**config.mk**
```make
export PLATFORM = sky130hd
export DESIGN_NAME = fft_out_reorder
export DESIGN_NICKNAME = d
export VERILOG_FILES = /design/src/rtl/fft_pkg.sv /design/src/rtl/fft_reorder_bank.sv /design/src/rtl/fft_out_reorder.sv
export SDC_FILE = /design/constraint.sdc
export NUM_CORES = 1
export LEC_CHECK = 0
export CORE_MARGIN = 1
export CORE_UTILIZATION = 38
export DETAILED_ROUTE_END_ITERATION = 8
export PLACE_DENSITY = 0.58
export SYNTH_ARGS = -nofsm -noshare
export SYNTH_HDL_FRONTEND = slang
export SYNTH_SLANG_ARGS = --single-unit
```
**constraint.sdc**
```tcl
create_clock -name clk -period 3.5 [get_ports clk]
set_input_delay 0.35 -clock clk [delete_from_list [all_inputs] [get_ports clk]]
set_output_delay 0.35 -clock clk [all_outputs]
set_load 0.03 [all_outputs]
```
**src/rtl/fft_pkg.sv**
```systemverilog
// rtl/fft_pkg.sv - shared constants, state types and index helper for the FFT output reorder stage
package fft_pkg;

  localparam int N_PTS = 16;
  localparam int LOG2N = 4;

  typedef enum logic {EMPTY = 1'b0, FULL = 1'b1} bank_state_t;
  typedef enum logic {W_FILL = 1'b0, W_WAIT = 1'b1} wr_state_t;
  typedef enum logic {R_IDLE = 1'b0, R_DRAIN = 1'b1} rd_state_t;

  function automatic logic [3:0] bitrev4(input logic [3:0] idx);
    return {idx[0], idx[1], idx[2], idx[3]};
  endfunction

endpackage

```
**src/rtl/fft_reorder_bank.sv**
```systemverilog
// rtl/fft_reorder_bank.sv - one frame of storage: synchronous write port, combinational read port
module fft_reorder_bank #(
  parameter int W     = 32,
  parameter int DEPTH = 16,
  parameter int AW    = 4
) (
  input  logic          clk,
  input  logic          we,
  input  logic [AW-1:0] waddr,
  input  logic [W-1:0]  wdata,
  input  logic [AW-1:0] raddr,
  output logic [W-1:0]  rdata
);

  logic [W-1:0] mem [DEPTH];

  always_ff @(posedge clk) begin
    if (we) begin
      mem[waddr] <= wdata;
    end
  end

  assign rdata = mem[raddr];

endmodule

```
**src/rtl/fft_out_reorder.sv**
```systemverilog
// rtl/fft_out_reorder.sv - ping-pong buffer turning bit-reversed FFT results into a natural-order stream
module fft_out_reorder
  import fft_pkg::*;
#(
  parameter int DATA_W = 16,
  parameter int N_PTS  = 16,
  parameter int LOG2N  = 4
) (
  input  logic              clk,
  input  logic              rst,
  input  logic              in_valid,
  output logic              in_ready,
  input  logic [DATA_W-1:0] in_re,
  input  logic [DATA_W-1:0] in_im,
  output logic              out_valid,
  input  logic              out_ready,
  output logic [DATA_W-1:0] out_re,
  output logic [DATA_W-1:0] out_im,
  output logic [LOG2N-1:0]  out_idx,
  output logic              out_last,
  output logic              ovf_err,
  input  logic              err_clr
);

  localparam logic [LOG2N-1:0] LAST = LOG2N'(N_PTS - 1);

  wr_state_t         w_state, w_next;
  rd_state_t         r_state, r_next;
  bank_state_t       bank_st [2];
  logic              wr_bank, rd_bank;
  logic [LOG2N-1:0]  wr_cnt, rd_cnt;
  logic              accept, fill_now, xfer, drain_now;
  logic [2*DATA_W-1:0] rdata [2];

  assign in_ready  = (w_state == W_FILL);
  assign accept    = in_valid && in_ready;
  assign fill_now  = accept && (wr_cnt == LAST);
  assign out_valid = (r_state == R_DRAIN);
  assign xfer      = out_valid && out_ready;
  assign drain_now = xfer && (rd_cnt == LAST);

  for (genvar b = 0; b < 2; b++) begin : g_bank
    fft_reorder_bank #(
      .W     (2 * DATA_W),
      .DEPTH (N_PTS),
      .AW    (LOG2N)
    ) u_bank (
      .clk   (clk),
      .we    (accept && (wr_bank == 1'(b))),
      .waddr (bitrev4(wr_cnt)),
      .wdata ({in_re, in_im}),
      .raddr (rd_cnt),
      .rdata (rdata[b])
    );
  end

  assign {out_re, out_im} = out_valid ? rdata[rd_bank] : '0;
  assign out_idx  = rd_cnt;
  assign out_last = out_valid && (rd_cnt == LAST);

  always_ff @(posedge clk or posedge rst) begin
    if (rst) begin
      w_state    <= W_FILL;
      r_state    <= R_IDLE;
      bank_st[0] <= EMPTY;
      bank_st[1] <= EMPTY;
      wr_bank    <= 1'b0;
      rd_bank    <= 1'b0;
      wr_cnt     <= '0;
      rd_cnt     <= '0;
      ovf_err    <= 1'b0;
    end else begin
      w_state <= w_next;
      r_state <= r_next;
      if (accept) begin
        wr_cnt <= wr_cnt + 1'b1;
      end
      if (fill_now) begin
        bank_st[wr_bank] <= FULL;
        wr_bank          <= ~wr_bank;
      end
      if (xfer) begin
        rd_cnt <= rd_cnt + 1'b1;
      end
      // A fill and a drain never target the same bank, so both updates can land together.
      if (drain_now) begin
        bank_st[rd_bank] <= EMPTY;
        rd_bank          <= ~rd_bank;
      end
      if (in_valid && !in_ready) begin
        ovf_err <= 1'b1;
      end else if (err_clr) begin
        ovf_err <= 1'b0;
      end
    end
  end

  always_comb begin
    w_next = w_state;
    case (w_state)
      W_FILL: begin
        // Stall only if the next bank will still hold an undrained frame after this edge.
        if (fill_now && (bank_st[~wr_bank] == FULL) && !(drain_now && (rd_bank != wr_bank))) begin
          w_next = W_WAIT;
        end
      end
      W_WAIT: begin
        if ((bank_st[wr_bank] == EMPTY) || (drain_now && (rd_bank == wr_bank))) begin
          w_next = W_FILL;
        end
      end
      default: w_next = W_FILL;
    endcase
  end

  always_comb begin
    r_next = r_state;
    case (r_state)
      R_IDLE: begin
        if ((bank_st[rd_bank] == FULL) || (fill_now && (wr_bank == rd_bank))) begin
          r_next = R_DRAIN;
        end
      end
      R_DRAIN: begin
        // Carry straight into the next frame when it is already complete or completes this cycle.
        if (drain_now && !((bank_st[~rd_bank] == FULL) || (fill_now && (wr_bank != rd_bank)))) begin
          r_next = R_IDLE;
        end
      end
      default: r_next = R_IDLE;
    endcase
  end

endmodule

```
==> run summary, run 1 <==
The required time of the critical path is 3.15 ns. The tree is rooted in a clkbuf_16. The initial antenna violation count came to 4.

The worst hold-check path type is input pin to asynchronous set/reset pin. The final worst-path cycle share came out at 0.9857. The final total power came out at ~41 mW. In the synthesized netlist, the number of instances is roughly 1800.

The count of antenna-violating nets left after detailed routing came out at 0. The worst setup path is of the flop to output port kind. Tracing the worst setup path back leads to its startpoint at out_idx[1].

The clock transition at the registers of the reported paths is approximately 0.060 ns. The total overflow reported by the global router is 0. Static timing analysis puts the maximum clock frequency at 0.2898 GHz.

The die is roughly 330 um tall. The number of buffers on the longest clock path is 3. The maximum number of pins on one net before global-route repair came out at roughly 50. The vias per cell came out at ~5.7.

The fraction of power spent switching nets is 0.3206. The sequential-to-total area share from yosys stat came out at 0.7793. After layout, the minimum clock period comes to 3.450 ns.

The critical path's largest stage delay came out at between 0.5 and 0.6 ns. The count of buffers from port buffering is 76. The combined area of all synthesized cells is approximately 40000 sq um. The remaining max-slew budget at the tightest pin is 0.2045.

The endpoint arrival time on the critical path is around 3.1 ns. The run finished with clean final reports. On the critical path, the stage with the largest delay is an instance of mux4_2. The average footprint of a synthesized cell came out at between 20 and 25 sq um. The depth of the most critical reg-to-reg path came out at 4. 0 antenna diodes ended up in the layout.

The H-tree was split into 3 levels. The number of synthesized register bits came out at around 1000. During synthesis, Yosys emitted a total of 0 warnings. In the synthesized netlist the dominant register cell turns out to be edfxtp_1. In the global route stage, overall resource usage came out at 0.1905.

The final routed DRC violation total is 0. In the final layout, the share of cells above drive strength 1 is 0.3155. The switching power came out at approximately 13 mW. The clock network power share came out at 0.271. The final-report hold violation count came out at 0. The async set-or-reset flop fraction in the synthesized netlist came out at 0.01444.

The area overhead of the layout relative to synthesis is 18.63%. The worst register-to-register path begins at wr_cnt[2]. The number of max-slew violations in the final report came out at 0. TritonCTS built the clock tree.

The area of the die came out at 106400 sq um. The max-cap violation count is 0. Power spread over the standard cell area amounts to approximately 860 nW/um^2.

The internal power of the cells totals ~28 mW. The cell area after placement is about 44000 sq um. The final net count came out at approximately 2000. The initial core utilization came out at 0.3848. The core area is between 100000 and 150000 sq um.

The reported leakage power came out at about 15 nW. The post-route cell area is 47380 sq um. The insertion delay of the later-clocked pin in the worst-skew pair is between 0.6 and 0.7 ns. The first-pass GRT wire length is about 140 mm. Between clock sinks in the finished design, the worst skew comes to about 0.018 ns. The total negative setup slack came out at 0 ns. Detailed placement ended at an HPWL of 58.22 mm.

The routability congestion estimate came out at about 0.77. The total of endpoints with negative setup slack in the final report came out at 0. The final design utilization came out at 0.4564.

The share of total power dissipated in combinational logic is 0.361. Fill cells in the final layout number about 8600. The count of boundary I/O pins is 77. The via count of the first global-routing pass is roughly 20000. The initial detailed-routing violation count is between 2000 and 2500. The critical path capture point type is an output port.

The total clock sinks came out at slightly above 1000. The critical path depth came out at 7. The site row count is between 100 and 150. The final route contains ~20000 vias.

In this run the worst path has a maximum fanout of 17. The TritonCTS buffer count came out at roughly 100. The buffering stage count on the worst path with inverters included is 3. The kind of cell with the highest combined delay along the critical path is multiplexers.

Walking the worst path, the cells encountered are buf_6 -> buf_16 -> mux4_2 -> mux2_2 -> o221ai_1 -> a21oi_1 -> buf_12. The routed wire length came out at between 100 and 150 mm. The die is roughly 330 um wide. IR analysis of the VDD net gives a maximum drop of between 0.8 and 0.9 mV. The distinct cell type count of the synthesized netlist came out at 37. The number of nets handed over by synthesis was 1812. The synthesized design contains between 1000 and 1500 enable-type register cells. The number of detailed-routing iterations run before antenna repair came out at 7. The proportion of power drawn by flip-flops and latches came out at 0.368. The final routed wire length divided by cell count is 29.52 um.

The transition time at the pin with the least slew margin is about 1.2 ns. The worst setup path is launched from a flop. Setup repair after global routing left no endpoint under its margin.
[synthesized netlist by cell type (7+ instances only)]
cell       count  area, sq um
buf_6         13        146.4
o221ai_1      32        280.3
nand2_1       26        97.59
and2_1        19        118.9
buf_2         27        135.1
buf_4         15        112.6
nor3_1        10        50.05
o21ai_1       23        115.1
dfrtp_1       15        375.4
edfxtp_1    1024        30750
mux2i_1       66        660.6
o2111ai_1      9        78.83
xnor2_1        7        61.31
a221oi_1      55        481.7
mux2_2        66        743.2
nand3_1        7        35.03
clkbuf_1      49        183.9
nor2_1        16        60.06
a21oi_1       33        165.2
mux4_2       224         5045
[timing repair]
item,CTS,global route
gates cloned,3,0
endpoints found under the setup margin,26,11
resized for setup,17,13
pin swaps,1,0
hold buffers,0,0
setup buffers,5,4
[layer usage]
metal	GRT usage	vias to the layer above	wire length, um
met3	0.03374	140	7254
met4	0.04470	2	2134
li1	-	7980	-
met1	0.2818	10657	44450
met5	0	-	13
met2	0.2937	802	47420
[layout make-up]
type / count / area (sq um) / share of cell area
Sequential cell: 1039 / 31140 / 0.6573
Multi-Input combinational cell: 621 / 8454 / 0.1785
Clock buffer: 125 / 2733 / 0.05768
Timing Repair Buffer: 192 / 2673 / 0.05641
Tap cell: 1380 / 1727 / 0.03645
Clock inverter: 67 / 623.1 / 0.01315
Inverter: 7 / 27.53 / 0.0005810
[power groups by stage]
stage	sequential, mW	combinational [mW]	clock, mW
detailed placement	15.2	14.2	0
global route	15.0	15.4	11.6
global placement	15.2	14.2	0
CTS	14.9	14.7	11.2
floorplan	15.0	8.24	0
finish	14.9	14.7	11.0
[placed cells by master (no fill, tap or decap), types with 29 or more instances in the layout]
| cell type | instances |
|---|---|
| a221oi_1 | 54 |
| buf_12 | 73 |
| buf_4 | 59 |
| clkbuf_16 | 105 |
| clkdlybuf4s50_1 | 44 |
| edfxtp_1 | 1024 |
| mux2_2 | 66 |
| mux2i_1 | 66 |
| mux4_2 | 224 |
| o221ai_1 | 29 |
[through the flow]
stage	hold slack [ns]	worst slack (ns)	instances
6_report	0.09122	0.04992	3431
5_1_grt	0.1310	0.0004643	3431
4_1_cts	0.07861	0.001225	3427
3_5_place_dp	0.5311	0.3143	3227
3_3_place_gp	0.5198	0.2579	3227
2_1_floorplan	0.2515	0.6075	1770
[path summary, 6_finish.rpt]
check	to	slack, ns
max	out_im[8]	0.05
max reg2reg	g_bank[0].u_bank.mem[7][15]	0.70
min	bank_st[1]	0.09
max in group asynchronous	out_idx[1]	2.92
min reg2reg	ovf_err	0.54
min in group clk	ovf_err	0.26
[worst register-to-register path, delay by kind of cell, from the launching register on]
family	cells	cell delay [ns]
buffers and inverters	1	0.27
AND/OR/NAND/NOR	3	1.47
flip-flops	1	0.73
[sequential cells by signal, indices dropped and copies added, names as in the netlist]
name,flops
bank_st,2
g_bank.u_bank.mem,1024
out_idx,4
out_valid,1
ovf_err,1
rd_bank,1
w_state,1
wr_bank,1
wr_cnt,4
[cell families after synthesis]
| logic type | count (synthesis) | share of synthesized area |
|---|---|---|
| and+or+nand+nor | 88 | 0.01071 |
| adders and majority gates | 5 | 0.001566 |
| muxes | 356 | 0.1615 |
| buffers and inverters | 111 | 0.01513 |
| xor gates and xnor gates | 10 | 0.002193 |
| AOI/OAI and AO/OA | 161 | 0.02958 |
| DFF | 1039 | 0.7793 |
(Power assumes the default switching activity.)
==> run 2: changes to the inputs <==
Settings changed: HOLD_SLACK_MARGIN set to 0.15.
==> run summary, run 2 (synthesis gave the netlist of run 1 again) <==
The worst setup slack before clock tree synthesis was 0.3143 ns (unchanged). The vias per cell came out at 5.703 (about the same). The TritonCTS clock tree is yes.

The initial antenna violation count came out at 4 (unchanged). The count of boundary I/O pins came out at 77 (unchanged). Traced cell by cell, the critical path runs through clkinv_1 -> nand2_4 -> buf_4 -> o221ai_2 -> a21oi_1 -> buf_12. The initial detailed-routing violation count is 2150 (-0.60%).

The transition time at the pin with the least slew margin came out at 1.182 ns (-0.007374 ns). The minimum setup slack among reg-to-reg paths came out at 0.66 ns (-0.04 ns). The count of antenna-violating nets left after detailed routing is 0 (unchanged). The TritonCTS buffer count was 104 (unchanged).

The number of max-slew violations in the final report came out at 0 (unchanged). The worst hold path was traced through 2 stages. The site row count is 118 (unchanged). The sum of net half-perimeters after detailed placement is 58.22 mm (unchanged). The final net count came to 2008 (+0.050%). The antenna cell count came out at 0 (unchanged). The buffering stage count on the worst path with inverters included was 3 (unchanged). The final-report hold violation count is 0 (unchanged). The final clock skew is 0.01843 ns (+0.0001479 ns). The count of buffers from port buffering is 76 (unchanged).

CTS placed an instance of clkbuf_16 at the clock tree root. The area overhead of the layout relative to synthesis is 18.65% (about the same). The area of the die is 106400 sq um (unchanged). The clock transition at the registers of the reported paths is 0.06 ns (about the same). The final design utilization is 0.4565 (about the same).

The required time of the critical path came out at 3.15 ns (about the same). The horizontal extent of the die came out at 326.2 um (unchanged). The vias after detailed routing came to 19574 (-0.036%). The number of buffers on the longest clock path came out at 3 (unchanged). The total of endpoints with negative setup slack in the final report is 0 (unchanged).

The time the final worst path needs with I/O delays and setup is 3.475 ns (+0.02489 ns). The routed wire length is 101.2 mm (about the same). The number of H-tree branching levels is 3 (unchanged). The run finished with clean final reports.

The maximum clock frequency was 0.2878 GHz (-0.72%). Setup repair after global routing left no endpoint under its margin. The startpoint kind of the worst setup timing path is a flop. The routability congestion estimate came out at 0.7673 (unchanged). The insertion delay of the later-clocked pin in the worst-skew pair is 0.66 ns (about the same). The maximum number of pins on one net before global-route repair came out at 49 (unchanged). For this design, the slowest cell found on the critical path is dfrtp_1.

The final routed wire length divided by cell count is 29.50 um (about the same). The total negative setup slack came to 0 ns (unchanged). The power per cell area is 856.1 nW/um^2 (about the same). The total overflow reported by the global router is 0 (unchanged).

The type of the worst setup path is flop to output port. The remaining max-slew budget at the tightest pin is 0.2094 (+0.004931). The critical path's largest stage delay is 0.54 ns (about the same).

The cell area after placement came out at 43720 sq um (unchanged). The top cell types in the final layout, fill and taps aside, are 1024 x edfxtp_1, 224 x mux4_2, 105 x clkbuf_16. The reported leakage power was 14.97 nW (about the same).

The final routed DRC violation total came out at 0 (unchanged). The capturing point of the worst reg2reg path is g_bank[0].u_bank.mem[7][15]. The number of detailed-routing iterations run before antenna repair is 5 (-2).

The startpoint of the worst-slack reg-to-reg timing path is wr_cnt[2]. The total clock sinks is 1039 (unchanged). The share of layout cells above drive strength 1 came out at 0.3153 (about the same). The initial core utilization is 0.3848 (unchanged). The startpoint of the tightest hold check path is err_clr. The capture endpoint of the worst hold path is ovf_err. The depth of the most critical reg-to-reg path is 4 (unchanged). The aggregate global-route resource usage is 0.1905 (about the same).

The worst vdd rail ir drop is 0.8803 mV (about the same). The max-cap violation count is 0 (unchanged). The core area came out at 103800 sq um (unchanged). The library cell used most frequently in the layout, excluding fill and tap cells, is edfxtp_1. The launch point of the critical path is rd_bank.

The largest fanout of any net on the critical path came out at 10 (-7). The via count of the first global-routing pass came out at 19850 (-0.020%). The flip-flop count of the largest register after layout is 1024 (unchanged). The post-route cell area came to 47390 sq um (about the same). The endpoint arrival time on the critical path is 3.12 ns (+0.02 ns).

The chip height is 326.2 um (unchanged). Counting flops per register, the top entry is g_bank.u_bank.mem. The final worst-path cycle share is 0.9928 (+0.007113). The path class of the tightest hold or removal check is input pin to flop. Broken down by cell family, the worst path's largest delay share belongs to buffers and inverters. The least setup slack across all paths after layout came out at 0.02503 ns (-0.02489 ns). The first-pass GRT wire length is 144.5 mm (about the same). The worst setup path is captured at an output port.
-- run 2: changes by cell type in the layout (fill, tap and decap cells not counted), sizes merged --
cell,previous run,this run
dlygate4sd3,0,1
-- run 2: layer usage --
metal  vias up  wire length [um]  GRT usage
li1       7973                 -          -
met1     10624             44180     0.2817
met2       831             47410     0.2938
met3       144              7495    0.03374
met4         2              2140    0.04470
met5         -                13          0
-- run 2: report_power, final --
| group | internal, mW | leakage, nW | switching [mW] |
|---|---|---|---|
| Sequential | 14.5 | 9.40 | 0.396 |
| Clock | 6.37 | 1.66 | 4.61 |
| Combinational | 6.66 | 3.91 | 8.00 |
-- run 2: how the worst max path moves through the flow --
stage / slack [ns] / cells past startpoint / end
after floorplan: 0.61 / 4 / g_bank[1].u_bank.mem[6][0]
after global placement: 0.26 / 7 / out_im[0]
after detailed placement: 0.31 / 7 / out_im[0]
after CTS: 0.001 / 7 / out_im[0]
after global routing: 0.0005 / 7 / out_re[12]
final: 0.03 / 6 / out_re[9]
-- run 2: layout make-up --
class | instances | area, sq um
Clock buffer | 125 | 2733
Sequential cell | 1039 | 31140
Inverter | 7 | 27.53
Tap cell | 1380 | 1727
Clock inverter | 67 | 623.1
Fill cell | 8554 | 56410
Multi-Input combinational cell | 621 | 8454
Timing Repair Buffer | 193 | 2683
-- run 2: what timing repair did --
item,in CTS,in global routing
endpoints found under the setup margin,26,11
endpoints found under the hold margin,15,0
pin swaps,1,0
gates resized for setup,17,13
gates cloned,3,0
hold buffers,1,0
buffers inserted,5,4
-- run 2: through the flow --
stage	hold WS, ns	total power, mW	std cells
detailed placement	0.5311	29.48	3227
global placement	0.5198	29.35	3227
CTS	0.2416	40.77	3428
global route	0.2906	41.96	3432
finish	0.2648	40.57	3432
floorplan	0.2515	23.22	1770
